**src/rtl/io_ctrl_pkg.sv**
```systemverilog
// rtl/io_ctrl_pkg.sv - shared types and constants for the CPU I/O handshake sequencer
// Purpose : sequencer state encoding, default data width, byte returned on a forced read.
// Ports   : none (package).
package io_ctrl_pkg;

    localparam int DEFAULT_DATA_W = 8;

    // Byte handed to the CPU when no input byte is available or a read is forced.
    localparam logic [7:0] IDLE_BYTE = 8'h00;

    typedef enum logic [1:0] {
        RUN     = 2'd0,
        STALL   = 2'd1,
        RELEASE = 2'd2
    } state_t;

endpackage

```
**src/rtl/io_handshake_ctrl_if.sv**
```systemverilog
// rtl/io_handshake_ctrl_if.sv - CPU level port plus device valid/ready bundle
// Purpose : groups every non-clock signal of io_handshake_ctrl.
// Ports   : slave  - the controller (CPU strobes, device handshakes and err_clr in; hold, data, status out)
//           master - the CPU/device side driving the controller
interface io_handshake_ctrl_if #(
    parameter int DATA_W      = 8,
    parameter int OFIFO_DEPTH = 4
);
    localparam int LVL_W = $clog2(OFIFO_DEPTH) + 1;

    logic              cpu_out_en;
    logic [DATA_W-1:0] cpu_out_data;
    logic              cpu_in_en;
    logic [DATA_W-1:0] cpu_in_data;
    logic              cpu_hold;
    logic              out_valid;
    logic [DATA_W-1:0] out_data;
    logic              out_ready;
    logic              in_valid;
    logic [DATA_W-1:0] in_data;
    logic              in_ready;
    logic [LVL_W-1:0]  ofifo_level;
    logic              timeout_err;
    logic              err_clr;

    modport slave (
        input  cpu_out_en, cpu_out_data, cpu_in_en, out_ready, in_valid, in_data, err_clr,
        output cpu_in_data, cpu_hold, out_valid, out_data, in_ready, ofifo_level, timeout_err
    );

    modport master (
        output cpu_out_en, cpu_out_data, cpu_in_en, out_ready, in_valid, in_data, err_clr,
        input  cpu_in_data, cpu_hold, out_valid, out_data, in_ready, ofifo_level, timeout_err
    );

endinterface

```
**src/rtl/io_sync_fifo.sv**
```systemverilog
// rtl/io_sync_fifo.sv - single-clock FIFO with registered head and push-through-full
// Purpose : buffers CPU output bytes; a push is accepted when full if a pop happens the same cycle.
// Ports   : clk, rst (sync active-low); i_push/i_push_data write side; i_pop read side;
//           o_full, o_empty, o_level occupancy; o_head current head entry (storage flop).
module io_sync_fifo #(
    parameter int WIDTH = 8,
    parameter int DEPTH = 4
) (
    input  logic                       clk,
    input  logic                       rst,
    input  logic                       i_push,
    input  logic [WIDTH-1:0]           i_push_data,
    input  logic                       i_pop,
    output logic                       o_full,
    output logic                       o_empty,
    output logic [$clog2(DEPTH):0]     o_level,
    output logic [WIDTH-1:0]           o_head
);
    localparam int AW = $clog2(DEPTH);

    logic [WIDTH-1:0] r_mem [DEPTH];
    logic [AW-1:0]    r_wr_ptr;
    logic [AW-1:0]    r_rd_ptr;
    logic [AW:0]      r_level;
    logic             w_do_push;
    logic             w_do_pop;

    assign o_full    = (r_level == (AW+1)'(DEPTH));
    assign o_empty   = (r_level == '0);
    assign o_level   = r_level;
    assign o_head    = r_mem[r_rd_ptr];
    assign w_do_pop  = i_pop & ~o_empty;
    // A pop frees the slot at this edge, so a full FIFO can still take the push.
    assign w_do_push = i_push & (~o_full | w_do_pop);

    always_ff @(posedge clk) begin
        if (w_do_push) begin
            r_mem[r_wr_ptr] <= i_push_data;
        end
    end

    always_ff @(posedge clk) begin
        if (!rst) begin
            r_wr_ptr <= '0;
            r_rd_ptr <= '0;
            r_level  <= '0;
        end else begin
            if (w_do_push) begin
                r_wr_ptr <= r_wr_ptr + 1'b1;
            end
            if (w_do_pop) begin
                r_rd_ptr <= r_rd_ptr + 1'b1;
            end
            r_level <= r_level + (AW+1)'(w_do_push) - (AW+1)'(w_do_pop);
        end
    end

endmodule

```
**src/rtl/io_handshake_ctrl.sv**
```systemverilog
// rtl/io_handshake_ctrl.sv - CPU level I/O port to valid/ready device sequencer
// Purpose : queues CPU output bytes, prefetches one input byte, stalls the CPU while its I/O
//           instruction cannot complete, and force-releases a stall after TIMEOUT cycles.
// Ports   : clk, rst (sync active-low); bus (io_handshake_ctrl_if.slave) carrying the CPU
//           strobes/data, cpu_hold, device out/in handshakes, ofifo_level, timeout_err, err_clr.
module io_handshake_ctrl
    import io_ctrl_pkg::*;
#(
    parameter int DATA_W      = DEFAULT_DATA_W,
    parameter int OFIFO_DEPTH = 4,
    parameter int TIMEOUT     = 0
) (
    input  logic                 clk,
    input  logic                 rst,
    io_handshake_ctrl_if.slave   bus
);
    localparam int LVL_W = $clog2(OFIFO_DEPTH) + 1;

    state_t            r_state;
    logic [31:0]       r_cnt;
    logic              r_err;
    logic              r_skid_full;
    logic [DATA_W-1:0] r_skid;

    logic              w_full;
    logic              w_empty;
    logic [LVL_W-1:0]  w_level;
    logic [DATA_W-1:0] w_head;
    logic              w_pop;
    logic              w_out_blk;
    logic              w_in_blk;
    logic              w_blocked;
    logic              w_force;
    logic              w_push;
    logic              w_consume;
    logic              w_capture;
    logic              w_timeout;
    logic              w_to_release;

    assign w_pop     = ~w_empty & bus.out_ready;
    assign w_out_blk = bus.cpu_out_en & w_full & ~w_pop;
    assign w_in_blk  = bus.cpu_in_en & ~r_skid_full;
    assign w_blocked = w_out_blk | w_in_blk;
    // In RELEASE a still-blocked instruction is abandoned: no push, no consume, idle byte read.
    assign w_force   = (r_state == RELEASE) & w_blocked;
    // Both halves of a copy instruction complete together or not at all.
    assign w_push    = bus.cpu_out_en & ~w_blocked;
    assign w_consume = bus.cpu_in_en & ~w_blocked;
    assign w_capture = bus.in_valid & ~r_skid_full;

    // r_cnt counts STALL cycles already spent; the RUN cycle that raised hold is the first.
    assign w_timeout    = (TIMEOUT > 1) && (r_cnt == 32'(TIMEOUT - 2));
    assign w_to_release = w_blocked & (((r_state == RUN) & (TIMEOUT == 1)) |
                                       ((r_state == STALL) & w_timeout));

    assign bus.cpu_hold    = w_blocked & (r_state != RELEASE);
    assign bus.cpu_in_data = (r_skid_full & ~w_force) ? r_skid : DATA_W'(IDLE_BYTE);
    assign bus.out_valid   = ~w_empty;
    assign bus.out_data    = w_head;
    assign bus.in_ready    = ~r_skid_full;
    assign bus.ofifo_level = w_level;
    assign bus.timeout_err = r_err;

    io_sync_fifo #(
        .WIDTH (DATA_W),
        .DEPTH (OFIFO_DEPTH)
    ) u_ofifo (
        .clk         (clk),
        .rst         (rst),
        .i_push      (w_push),
        .i_push_data (bus.cpu_out_data),
        .i_pop       (w_pop),
        .o_full      (w_full),
        .o_empty     (w_empty),
        .o_level     (w_level),
        .o_head      (w_head)
    );

    always_ff @(posedge clk) begin
        if (!rst) begin
            r_skid_full <= 1'b0;
            r_skid      <= '0;
        end else if (w_capture) begin
            r_skid_full <= 1'b1;
            r_skid      <= bus.in_data;
        end else if (w_consume) begin
            r_skid_full <= 1'b0;
        end
    end

    always_ff @(posedge clk) begin
        if (!rst) begin
            r_state <= RUN;
            r_cnt   <= '0;
            r_err   <= 1'b0;
        end else begin
            r_cnt <= '0;
            case (r_state)
                RUN: begin
                    if (w_to_release) begin
                        r_state <= RELEASE;
                    end else if (w_blocked) begin
                        r_state <= STALL;
                    end
                end
                STALL: begin
                    if (!w_blocked) begin
                        r_state <= RUN;
                    end else if (w_to_release) begin
                        r_state <= RELEASE;
                    end else begin
                        r_cnt <= r_cnt + 32'd1;
                    end
                end
                RELEASE: r_state <= RUN;
                default: r_state <= RUN;
            endcase
            // Set on entry to and during RELEASE so a coincident clear cannot hide it.
            if (w_to_release || (r_state == RELEASE)) begin
                r_err <= 1'b1;
            end else if (bus.err_clr) begin
                r_err <= 1'b0;
            end
        end
    end

endmodule

```
**src/flat_wrapper.sv**
```systemverilog
// flat-port wrapper written by rule: the top's interface ports become plain ports
module io_handshake_ctrl_flat import io_ctrl_pkg::*;
#(
    parameter int DATA_W      = DEFAULT_DATA_W,
    parameter int OFIFO_DEPTH = 4,
    parameter int TIMEOUT     = 0
)
  (clk, rst, bus_cpu_out_en, bus_cpu_out_data, bus_cpu_in_en, bus_out_ready, bus_in_valid, bus_in_data, bus_err_clr, bus_cpu_in_data, bus_cpu_hold, bus_out_valid, bus_out_data, bus_in_ready, bus_ofifo_level, bus_timeout_err);
  io_handshake_ctrl_if #(.DATA_W(DATA_W), .OFIFO_DEPTH(OFIFO_DEPTH)) bus_i ();
  input  logic clk;
  input  logic rst;
  input wire logic [$bits(bus_i.cpu_out_en)-1:0] bus_cpu_out_en;
  input wire logic [$bits(bus_i.cpu_out_data)-1:0] bus_cpu_out_data;
  input wire logic [$bits(bus_i.cpu_in_en)-1:0] bus_cpu_in_en;
  input wire logic [$bits(bus_i.out_ready)-1:0] bus_out_ready;
  input wire logic [$bits(bus_i.in_valid)-1:0] bus_in_valid;
  input wire logic [$bits(bus_i.in_data)-1:0] bus_in_data;
  input wire logic [$bits(bus_i.err_clr)-1:0] bus_err_clr;
  output wire logic [$bits(bus_i.cpu_in_data)-1:0] bus_cpu_in_data;
  output wire logic [$bits(bus_i.cpu_hold)-1:0] bus_cpu_hold;
  output wire logic [$bits(bus_i.out_valid)-1:0] bus_out_valid;
  output wire logic [$bits(bus_i.out_data)-1:0] bus_out_data;
  output wire logic [$bits(bus_i.in_ready)-1:0] bus_in_ready;
  output wire logic [$bits(bus_i.ofifo_level)-1:0] bus_ofifo_level;
  output wire logic [$bits(bus_i.timeout_err)-1:0] bus_timeout_err;
  assign bus_i.cpu_out_en = bus_cpu_out_en;
  assign bus_i.cpu_out_data = bus_cpu_out_data;
  assign bus_i.cpu_in_en = bus_cpu_in_en;
  assign bus_i.out_ready = bus_out_ready;
  assign bus_i.in_valid = bus_in_valid;
  assign bus_i.in_data = bus_in_data;
  assign bus_i.err_clr = bus_err_clr;
  assign bus_cpu_in_data = bus_i.cpu_in_data;
  assign bus_cpu_hold = bus_i.cpu_hold;
  assign bus_out_valid = bus_i.out_valid;
  assign bus_out_data = bus_i.out_data;
  assign bus_in_ready = bus_i.in_ready;
  assign bus_ofifo_level = bus_i.ofifo_level;
  assign bus_timeout_err = bus_i.timeout_err;
  io_handshake_ctrl #(.DATA_W(DATA_W), .OFIFO_DEPTH(OFIFO_DEPTH), .TIMEOUT(TIMEOUT)) u_core (.clk(clk), .rst(rst), .bus(bus_i));
endmodule
```
**config.mk**
```make
export PLATFORM = sky130hd
export DESIGN_NAME = io_handshake_ctrl_flat
export DESIGN_NICKNAME = d
export VERILOG_FILES = /design/src/rtl/io_ctrl_pkg.sv /design/src/rtl/io_handshake_ctrl_if.sv /design/src/rtl/io_sync_fifo.sv /design/src/rtl/io_handshake_ctrl.sv /design/src/flat_wrapper.sv
export SDC_FILE = /design/constraint.sdc
export NUM_CORES = 1
export LEC_CHECK = 0
export BUFFER_PORTS_ARGS = -buffer_cell sky130_fd_sc_hd__buf_4
export CORE_UTILIZATION = 57
export CTS_CLUSTER_SIZE = 25
export DETAILED_ROUTE_END_ITERATION = 10
export MAX_ROUTING_LAYER = met4
export PLACE_DENSITY = 0.83
export SLEW_MARGIN = 20
export SYNTH_ARGS = -nofsm -noshare
export SYNTH_HDL_FRONTEND = slang
export SYNTH_SLANG_ARGS = --single-unit
```
**constraint.sdc**
```tcl
create_clock -name clk -period 5.04 [get_ports clk]
set_input_delay 0.252 -clock clk [delete_from_list [all_inputs] [get_ports clk]]
set_output_delay 0.252 -clock clk [all_outputs]
set_load 0.02 [all_outputs]
```
# Word-level counts from Yosys, hierarchy flattened
# Memory sizes are Yosys's and may differ from the RTL's. A register that Yosys moved wholly into a read port is not among the register bits.
# Index checks and enable logic that the tools add are counted.
# op_classes
n_addsub	4
eq_ne	6
muxes	12
bitwise	20
reduce_logical	5
# op_table
op	count
$and 1x1->1	12
$mux 2	4
$mux 8	1
$mux 1	6
$not 1->1	6
$add 2x1->2 const B	2
$ne 2x2->1 const B	2
$pmux 2 s2	1
$reduce_bool 2->1	2
$add 3x1->3	1
$eq 3x3->1 const B	1
$logic_not 3->1	1
$sub 3x1->3	1
$eq 2x1->1 const B	1
$eq 2x2->1 const B	1
$logic_not 2->1	1
$ne 2x1->1 const B	1
$or 1x1->1	2
$reduce_and 2->1	1
# word_totals
reg_bits	19
ram_bits	32
output_inout_bits	23
mem_count	1
# memory_table
memory	depth	word_bits	rd	rd_clocked_by_memory_dff	write_ports	line	text
u_core.u_ofifo.r_mem	4	8	1	1	1	io_sync_fifo.sv:21	logic [WIDTH-1:0] r_mem [DEPTH];

# Logic depth before layout (Yosys ltp)
# Gate-level depths: netlist of the first run.
# depth
word_depth	11
mapped_depth	12
mapped_depth_nobuf	11

# Hierarchy
# Synthesis of the first run repeated with hierarchy kept, for this count alone.
# hier_totals
cells_unflattened	137
hier_area_um2	2077.0
# by_module_without_submodules
module	instances	cells_per_inst	area_each_um2	seq_area_each_um2
io_sync_fifo	1	89	1630.3	1141.1
io_handshake_ctrl	1	48	446.7	180.2

# Least setup slack after synthesis of the first run
# No wires, ideal clock.
# synth_timing
path_kind	register -> register
start	register u_core.u_ofifo.r_level[2] (netlist: u_core.u_ofifo.o_level[2])
end	register u_core.u_ofifo.r_level[2] (netlist: u_core.u_ofifo.o_level[2])
setup_time_ps	115
t_arrival_ps	2329
slack_ps	2596
stages_incl_launch_ff	13
path_cell_list	dfxtp_1 -> nor4b_2 -> and3b_1 -> buf_6 -> inv_1 -> ha_1 -> inv_1 -> ha_1 -> inv_1 -> fa_1 -> xnor2_1 -> xnor2_1 -> and2_1
# synth_via
elab_chain_len	11
# synth_rtl
element	line	text
start, declared	io_sync_fifo.sv:24	logic [AW:0] r_level;
start signal, assigned	io_sync_fifo.sv:54	r_level <= r_level + (AW+1)'(w_do_push) - (AW+1)'(w_do_pop);
$logic_not 3->1	io_sync_fifo.sv:29	assign o_empty = (r_level == '0);
$not 1->1	io_sync_fifo.sv:32, io_handshake_ctrl.sv:40	
$and 1x1->1	io_handshake_ctrl.sv:40	assign w_pop = ~w_empty & bus.out_ready;
$not 1->1	io_handshake_ctrl.sv:41	assign w_out_blk = bus.cpu_out_en & w_full & ~w_pop;
$and 1x1->1	io_handshake_ctrl.sv:41	
$or 1x1->1	io_handshake_ctrl.sv:43	assign w_blocked = w_out_blk | w_in_blk;
$not 1->1	io_handshake_ctrl.sv:47	assign w_push = bus.cpu_out_en & ~w_blocked;
$and 1x1->1	io_handshake_ctrl.sv:47	
$and 1x1->1	io_sync_fifo.sv:34	assign w_do_push = i_push & (~o_full | w_do_pop);
$add 3x1->3	io_sync_fifo.sv:54	
$sub 3x1->3 (*)	io_sync_fifo.sv:54	
# Every way passes the cells marked *; elsewhere a longest branch is shown, timed or not.
# A chain may end at the register's enable or synchronous reset.

# Worst setup path in the final report of the first run
# layout_timing
start	register u_core.r_skid_full
end	register u_core.u_ofifo.r_level[2] (netlist: u_core.u_ofifo.o_level[2])
# layout_via
elab_chain_len	8
# layout_rtl
element	line	text
start, declared	io_handshake_ctrl.sv:22	logic r_skid_full;
start signal, assigned	io_handshake_ctrl.sv:81	r_skid_full <= 1'b0;
start signal, assigned	io_handshake_ctrl.sv:84	r_skid_full <= 1'b1;
start signal, assigned	io_handshake_ctrl.sv:87	r_skid_full <= 1'b0;
$not 1->1	io_handshake_ctrl.sv:42	assign w_in_blk = bus.cpu_in_en & ~r_skid_full;
$and 1x1->1	io_handshake_ctrl.sv:42	
$or 1x1->1	io_handshake_ctrl.sv:43	
$not 1->1	io_handshake_ctrl.sv:47	
$and 1x1->1	io_handshake_ctrl.sv:47	
$and 1x1->1	io_sync_fifo.sv:34	
$add 3x1->3	io_sync_fifo.sv:54	
$sub 3x1->3	io_sync_fifo.sv:54	
# Every way passes these cells.

==> results.md, run 1 <==
- Critical path capture point type: register
- Placer Congestion: 0.701
- Worst Hold Class: input pin to register
- P_int: 690 µW
- Worst R2R Path Depth: 11
- Unrepaired setup endpoints after global routing: no
- Tcrit/Tclk final: 0.496
- Clock-pin transition on the worst setup and hold timing paths: 0.13 ns
- Max-cap violation count: 0
- Layout fillers: 252
- CP arrival: 2.75 ns
- Initial antenna violation count: 0
- CP bufs+invs: 3
- Cell Pwr Density: 401 mW/mm²
- Initial drt markers: 22
- Max-slew violations: 0
- Drt wl/cell: 14.0 µm
- Max Used Layer: met4
- Clock skew: 0.0186 ns
- Min Tclk post-route: 2.50 ns
- Syn Nets: 165
- NetSw: 294 µW
- CP max stage cell: dfxtp_1
- Leakage power total: 0.000944 µW
- CP startpoint: u_core.r_skid_full
- Port buffer count: 43
- Skew-Pair Late Insertion Delay: 0.35 ns
- Vias in the first global route: 1159
- CTS buffer count: 5
- Cells along the critical path: nand2b_1 > and3b_1 > inv_1 > ha_1 > inv_1 > ha_1 > inv_1 > fa_1 > xnor2_1 > xnor2_1 > and2_1
- Reg-to-Reg Start: u_core.r_skid_full
- Drc violations: 0
- Most common cell on crit path: inv_1
- Synth Area in Compound Gates: 0.0145
- First-pass GRT wire length: 5310 µm
- Multi-input gate area: 677 µm²
- Routed Antenna Nets: 0
- Post-Synthesis Cell Area: 0.00206 mm²
- Hold Slack: 0.0969 ns
- Register area: 0.00132 mm²
- Finish-stage setup viols: 0
- GRT Overall Usage: 0.188
- Worst path max stage delay: 0.56 ns
- Worst path depth: 11
- CP Max Fanout: 13
- Crit-path leading delay family: adder cells
- Reg power frac: 0.532
- Post-synthesis simple-gate area fraction: 0.113
- CTS tree: done
- Xor/xnor cell area share of the yosys netlist: 0.0170
- # IOs: 46
- Post-Synth Adder-Cell Area: 0.0461
- Total Neg Setup Slack: 0 ns
- Remaining global-route overflow: 0
- YS warnings: 0
- Post-CTS sizing: 0
- Clock Power Share: 0.171
- Cell variety after synth: 26
- Flops & latches, synth: 50
- # rows: 21
- Average size of a mapped cell: 15.3 µm²
- Die span in y: 62.2 µm
- Sw Ratio: 0.299
- Worst Setup EP: u_core.u_ofifo.o_level[2]
- DRT Wirelength: 3140 µm
- CP Launch Type: register
- Final #Nets: 207
- Outcome: finished clean
- Routed length on met2: 1630 µm
- H-tree depth: 2
- Reg2reg setup slack: 2.54 ns
- Die area: 0.00387 mm²
- Comb pwr share: 0.296
- Root buf cell: clkbuf_4
- Area grow syn2layout: 19.0%
- CTS Buffer Depth: 2
- WL met3: 123 µm
- Largest net degree at the start of global routing: 20
- Fmax: 400 MHz
- Die width: 62.2 µm
- CTS Hold Bufs: 0
- Largest family of logic cells by synthesized area: multiplexers
- Seq/Total Area, Yosys: 0.640
- Mux cell area share after synthesis: 0.136
- Worst Path Required: 5.29 ns
- Vias: 1155
- Share of post-route cells with drive strength above 1: 0.360
- VDD IR max: 259 µV
- Core ar.: 0.00342 mm²
- Met1 WL: 1350 µm
- Crit Reg-Reg Endpoint: u_core.u_ofifo.o_level[2]
- Worst-Margin Slew: 0.839 ns
- First-pass DRT Iterations: 4
- Relative slew slack: 0.439
- Antenna Cells: 0
- Initial Util: 0.604
- HPWL after detailed placement: 2350 µm
- Final Hold Fails: 0
- Mapped Cells: 135
- WHS Path Cells: 1
- # clock sinks: 50
- Kind of critical path: register to register
- Vias per cell: 5.16
- Post CTS Setup Buffer Count: 0
routing by layer:
metal / vias up / GRT usage
li1: 561 / -
met1: 560 / 0.220
met2: 30 / 0.309
met3: 4 / 0.0478
met4: 0 / 0.0785
met5: - / -
synthesized netlist by cell type:
master    number  area, µm²
a31oi_1        1       6.26
and2_1        12       75.1
and2_2         3       22.5
and3b_1        1       8.76
buf_1          1       3.75
buf_2          2       10.0
buf_4          1       7.51
buf_6          1       11.3
clkbuf_1       3       11.3
conb_1         1       3.75
dfxtp_1       18        360
edfxtp_1      32        961
fa_1           1       20.0
ha_1           6       75.1
inv_1          6       22.5
mux2i_1       10        100
mux4_2         8        180
nand2_1        6       22.5
nand2b_1       1       6.26
nor2b_1       12       75.1
nor4b_2        1       15.0
o21ai_0        1       5.00
o311ai_0       1       8.76
o31a_2         1       10.0
or3_2          1       7.51
xnor2_1        4       35.0
metrics by stage:
| stage | instance area (µm²) | power (µW) | setup WS (ns) | util | cells |
|---|---|---|---|---|---|
| final | 2460 | 985 | 2.54 | 0.719 | 224 |
| after global placement | 2400 | 822 | 2.61 | 0.703 | 216 |
| after detailed placement | 2400 | 832 | 2.52 | 0.703 | 216 |
| after CTS | 2460 | 1000 | 2.49 | 0.719 | 224 |
| after global routing | 2460 | 1040 | 2.30 | 0.719 | 224 |
| after floorplan | 2060 | 728 | 2.60 | - | 135 |
power by group through the flow:
stage | logic (µW) | clock network (µW) | registers [µW]
2_1_floorplan | 210 | 0 | 518
3_3_place_gp | 290 | 0 | 532
3_5_place_dp | 297 | 0 | 535
4_1_cts | 297 | 177 | 527
5_1_grt | 318 | 191 | 533
6_report | 292 | 169 | 524
cell usage in the layout (no fill, tap or decap), drive strengths merged, types with 2 or more instances in the layout:
master,n
nand2,6
dfxtp,18
nor2b,12
ha,6
mux2i,10
clkinvlp,2
inv,6
buf,43
clkbuf,6
mux4,8
and2,15
xnor2,4
edfxtp,32
kinds of logic after synthesis:
kind of cell             count (synthesis)
AO/OA/AOI/OAI                            4
XOR/XNOR                                 4
adder cells (fa/ha/maj)                  7
buffers and inverters                   14
flip-flops                              50
multiplexers                            18
other                                    1
AND/OR/NAND/NOR                         37
sequential cells by signal, indices dropped and copies added (netlist names), named ones only:
name	flops
u_core.u_ofifo.r_mem	32
u_core.u_ofifo.r_rd_ptr	2
u_core.r_skid_full	1
u_core.u_ofifo.r_wr_ptr	2
u_core.u_ofifo.o_level	3
u_core.r_skid	8
layout make-up:
type	count	share of cell area
multi-input combinational	71	0.275
sequential	50	0.538
timing repair buffer	43	0.131
clock inverter	2	0.00611
tap	46	0.0234
clock buffer	6	0.0168
inverter	6	0.00916
worst min-delay path by stage:
stage | from | slack (ns) | endpoint
6_report | bus_cpu_out_data[3] | 0.1 | u_core.u_ofifo.r_mem[1][3]
3_5_place_dp | bus_cpu_out_data[3] | 0.46 | u_core.u_ofifo.r_mem[0][3]
5_1_grt | bus_cpu_out_data[2] | 0.06 | u_core.u_ofifo.r_mem[0][2]
4_1_cts | bus_cpu_out_data[2] | 0.08 | u_core.u_ofifo.r_mem[0][2]
3_3_place_gp | bus_cpu_out_data[5] | 0.45 | u_core.u_ofifo.r_mem[0][5]
2_1_floorplan | bus_cpu_out_data[0] | 0.35 | u_core.u_ofifo.r_mem[0][0]
No activity file was read; power rests on OpenSTA's default activity.
==> inputs of run 2 (changes only) <==
CORE_UTILIZATION = 48   (was 57)
PLACE_DENSITY = 0.75   (was 0.83)
clock period = 2.25 ns   (was 5.04 ns; I/O delays follow)
==> run 2 against run 1 <==
  * Worst hold slack got worse by 0.088 ns
  * Flip-flop and latch count did not move
  * Die area rose by 18%
  * First-iteration DRC count rose by 82%
  * Global-route usage rose by 0.057 points
  * Combinational power rose to 2.7 times the previous value
  * Worst setup slack got worse by 2.4 ns
  * Register-to-register slack got worse by 2.4 ns
  * Clock skew fell by 0.014 ns
  * Sequential share of layout area fell by 3.9 points
  * Critical path depth fell by 1
==> results.md, run 2 (synthesis results as in run 1) <==
- Outcome: finished clean
- Unrepaired setup endpoints after global routing: no
- Die span in y: 67.6 µm (+8.7%)
- Cell Pwr Density: 972 mW/mm² (+140%)
- Final core occ: 0.658 (-0.0614)
- Most common cell after layout, fill and taps aside: buf_4
- Vias per cell: 5.07 (-1.6%)
- CTS Buffer Depth: 2 (unchanged)
- Core ar.: 0.00406 mm² (+19%)
- Min Tclk post-route: 2.16 ns (-0.342 ns)
- Commonest non-fill, non-tap cells in the layout: 47 x buf_4, 32 x edfxtp_1, 15 x dfxtp_1
- First-pass DRT Iterations: 4 (unchanged)
- Multi-input gate area: 729 µm² (+7.8%)
- CTS tree: done
- Worst Hold Class: input pin to register
- Worst-Margin Slew: 0.525 ns (-0.314 ns)
- Drt wl/cell: 15.7 µm (+12%)
- Fin worst setup slack: 0.0894 ns (-2.45 ns)
- CTS buffer count: 5 (unchanged)
- Initial drt markers: 40 (+82%)
- # rows: 23 (+9.5%)
- Final #Nets: 217 (+4.8%)
- Max-cap violation count: 0 (unchanged)
- Register area: 0.00133 mm² (+0.85%)
- Max FFs per register: 32 (unchanged)
- Drc violations: 0 (unchanged)
- CP arrival: 2.36 ns (-0.39 ns)
- Clock skew: 0.00435 ns (-0.0143 ns)
- Placed insts: 224 (+3.7%)
- Antenna Cells: 0 (unchanged)
- Worst Path Required: 2.45 ns (-2.84 ns)
- Initial antenna violation count: 0 (unchanged)
- Kind of critical path: register to register
- CP Launch Type: register
- Die area: 0.00457 mm² (+18%)
- Crit-path leading delay family: adder cells
- VDD IR max: 641 µV (+150%)
- Max-slew violations: 0 (unchanged)
- HPWL after detailed placement: 2640 µm (+12%)
- Cells along the critical path: buf_4 > o31a_4 > ha_4 > inv_2 > ha_4 > inv_2 > fa_2 > xnor2_2 > xnor2_1 > and2_1
- H-tree depth: 2 (unchanged)
- Finish-stage setup viols: 0 (unchanged)
- First-pass GRT wire length: 5810 µm (+9.3%)
- CP max stage cell: dfxtp_4
- Root buf cell: clkbuf_8
- Remaining global-route overflow: 0 (unchanged)
- # IOs: 46 (unchanged)
- Share of post-route cells with drive strength above 1: 0.420 (+0.0607)
- Tcrit/Tclk final: 0.960 (+0.464)
- Final Hold Fails: 0 (unchanged)
- Vias: 1207 (+4.5%)
- Setup WS pre-CTS: 0.0406 ns (-2.48 ns)
- Largest Register: u_core.u_ofifo.r_mem
- Skew-Pair Late Insertion Delay: 0.30 ns (-0.05 ns)
- Worst path max stage delay: 0.36 ns (-0.20 ns)
- DRT Wirelength: 3740 µm (+19%)
- Critical path capture point type: register
- Layout fillers: 291 (+15%)
- Largest net degree at the start of global routing: 20 (unchanged)
- Leakage power total: 0.00102 µW (+8.5%)
- Post-route insts no fill: 238 (+6.3%)
- Clock-pin transition on the worst setup and hold timing paths: 0.09 ns (-0.04 ns)
- GRT Overall Usage: 0.188 (+0.000574)
- CP bufs+invs: 3 (unchanged)
- Vias in the first global route: 1212 (+4.6%)
- Die width: 67.6 µm (+8.7%)
- Port buffer count: 43 (unchanged)
- Routed Antenna Nets: 0 (unchanged)
- Initial Util: 0.509 (-0.0956)
- CP Max Fanout: 6 (-7)
- Area grow syn2layout: 29.3%
- Placer Congestion: 0.671 (-4.3%)
- Relative slew slack: 0.650 (+0.210)
- # clock sinks: 50 (unchanged)
- Fmax: 463 MHz (+16%)
[run 2: cell types whose count changed in the layout (fill, tap and decap cells not counted), sizes merged]
cell,change
dlygate4sd3,+6
buf,+4
clkinvlp,-1
bufinv,+1
[run 2: path summary, 6_finish.rpt]
| check | from | endpoint | slack, ns | depth (start not counted) |
|---|---|---|---|---|
| setup / recovery | u_core.u_ofifo.o_level[1] | u_core.u_ofifo.o_level[2] | 0.09 | 10 |
| hold / removal | bus_cpu_out_data[0] | u_core.u_ofifo.r_mem[1][0] | 0.009 | 1 |
| setup reg to reg | u_core.u_ofifo.o_level[1] | u_core.u_ofifo.o_level[2] | 0.09 | 10 |
| hold reg to reg | u_core.u_ofifo.r_wr_ptr[0] | u_core.u_ofifo.r_wr_ptr[0] | 0.51 | 2 |
[run 2: cell type report]
cell class	instances	area share
Multi-Input combinational cell	71	0.273
Clock buffer	6	0.0272
Sequential cell	50	0.499
Clock inverter	2	0.0141
Timing Repair Buffer	53	0.155
Tap cell	50	0.0234
Inverter	6	0.00843
[run 2: worst reg2reg max path: stages, from the launching register on]
cell     delay (ns)
dfxtp_4        0.36
buf_4          0.16
o31a_4         0.36
ha_4           0.24
inv_2          0.06
ha_4           0.12
inv_2          0.03
fa_2           0.34
xnor2_2        0.14
xnor2_1        0.12
and2_1         0.13
[run 2: through the flow]
step	area (µm²)	TNS (ns)	hold slack, ns	total power, µW
3_5_place_dp	2480	0	0.319	1970
5_1_grt	2670	0	0.00252	2730
3_3_place_gp	2480	0	0.311	1930
4_1_cts	2600	0	0.000207	2590
2_1_floorplan	2110	-0.0286	0.211	1690
6_report	2670	0	0.00932	2600
[run 2: per-layer routing]
layer	up-vias	GRT usage	routed length [µm]
met1	590	0.213	1550
li1	576	-	-
met5	-	-	0
met3	7	0.0591	157
met4	0	0.0718	78
met2	34	0.309	1960
[run 2: power by group]
| group | switching (µW) | internal [µW] | total [µW] |
|---|---|---|---|
| Clock | 292 | 332 | 624 |
| Combinational | 359 | 431 | 790 |
| Sequential | 104 | 1080 | 1180 |
| Total | 756 | 1840 | 2600 |
[run 2: timing repair]
action	CTS	global route
resized for setup	0	5
hold endpoints to repair	1	15
setup buffers	0	0
setup endpoints to repair	0	1
hold buffers	1	5
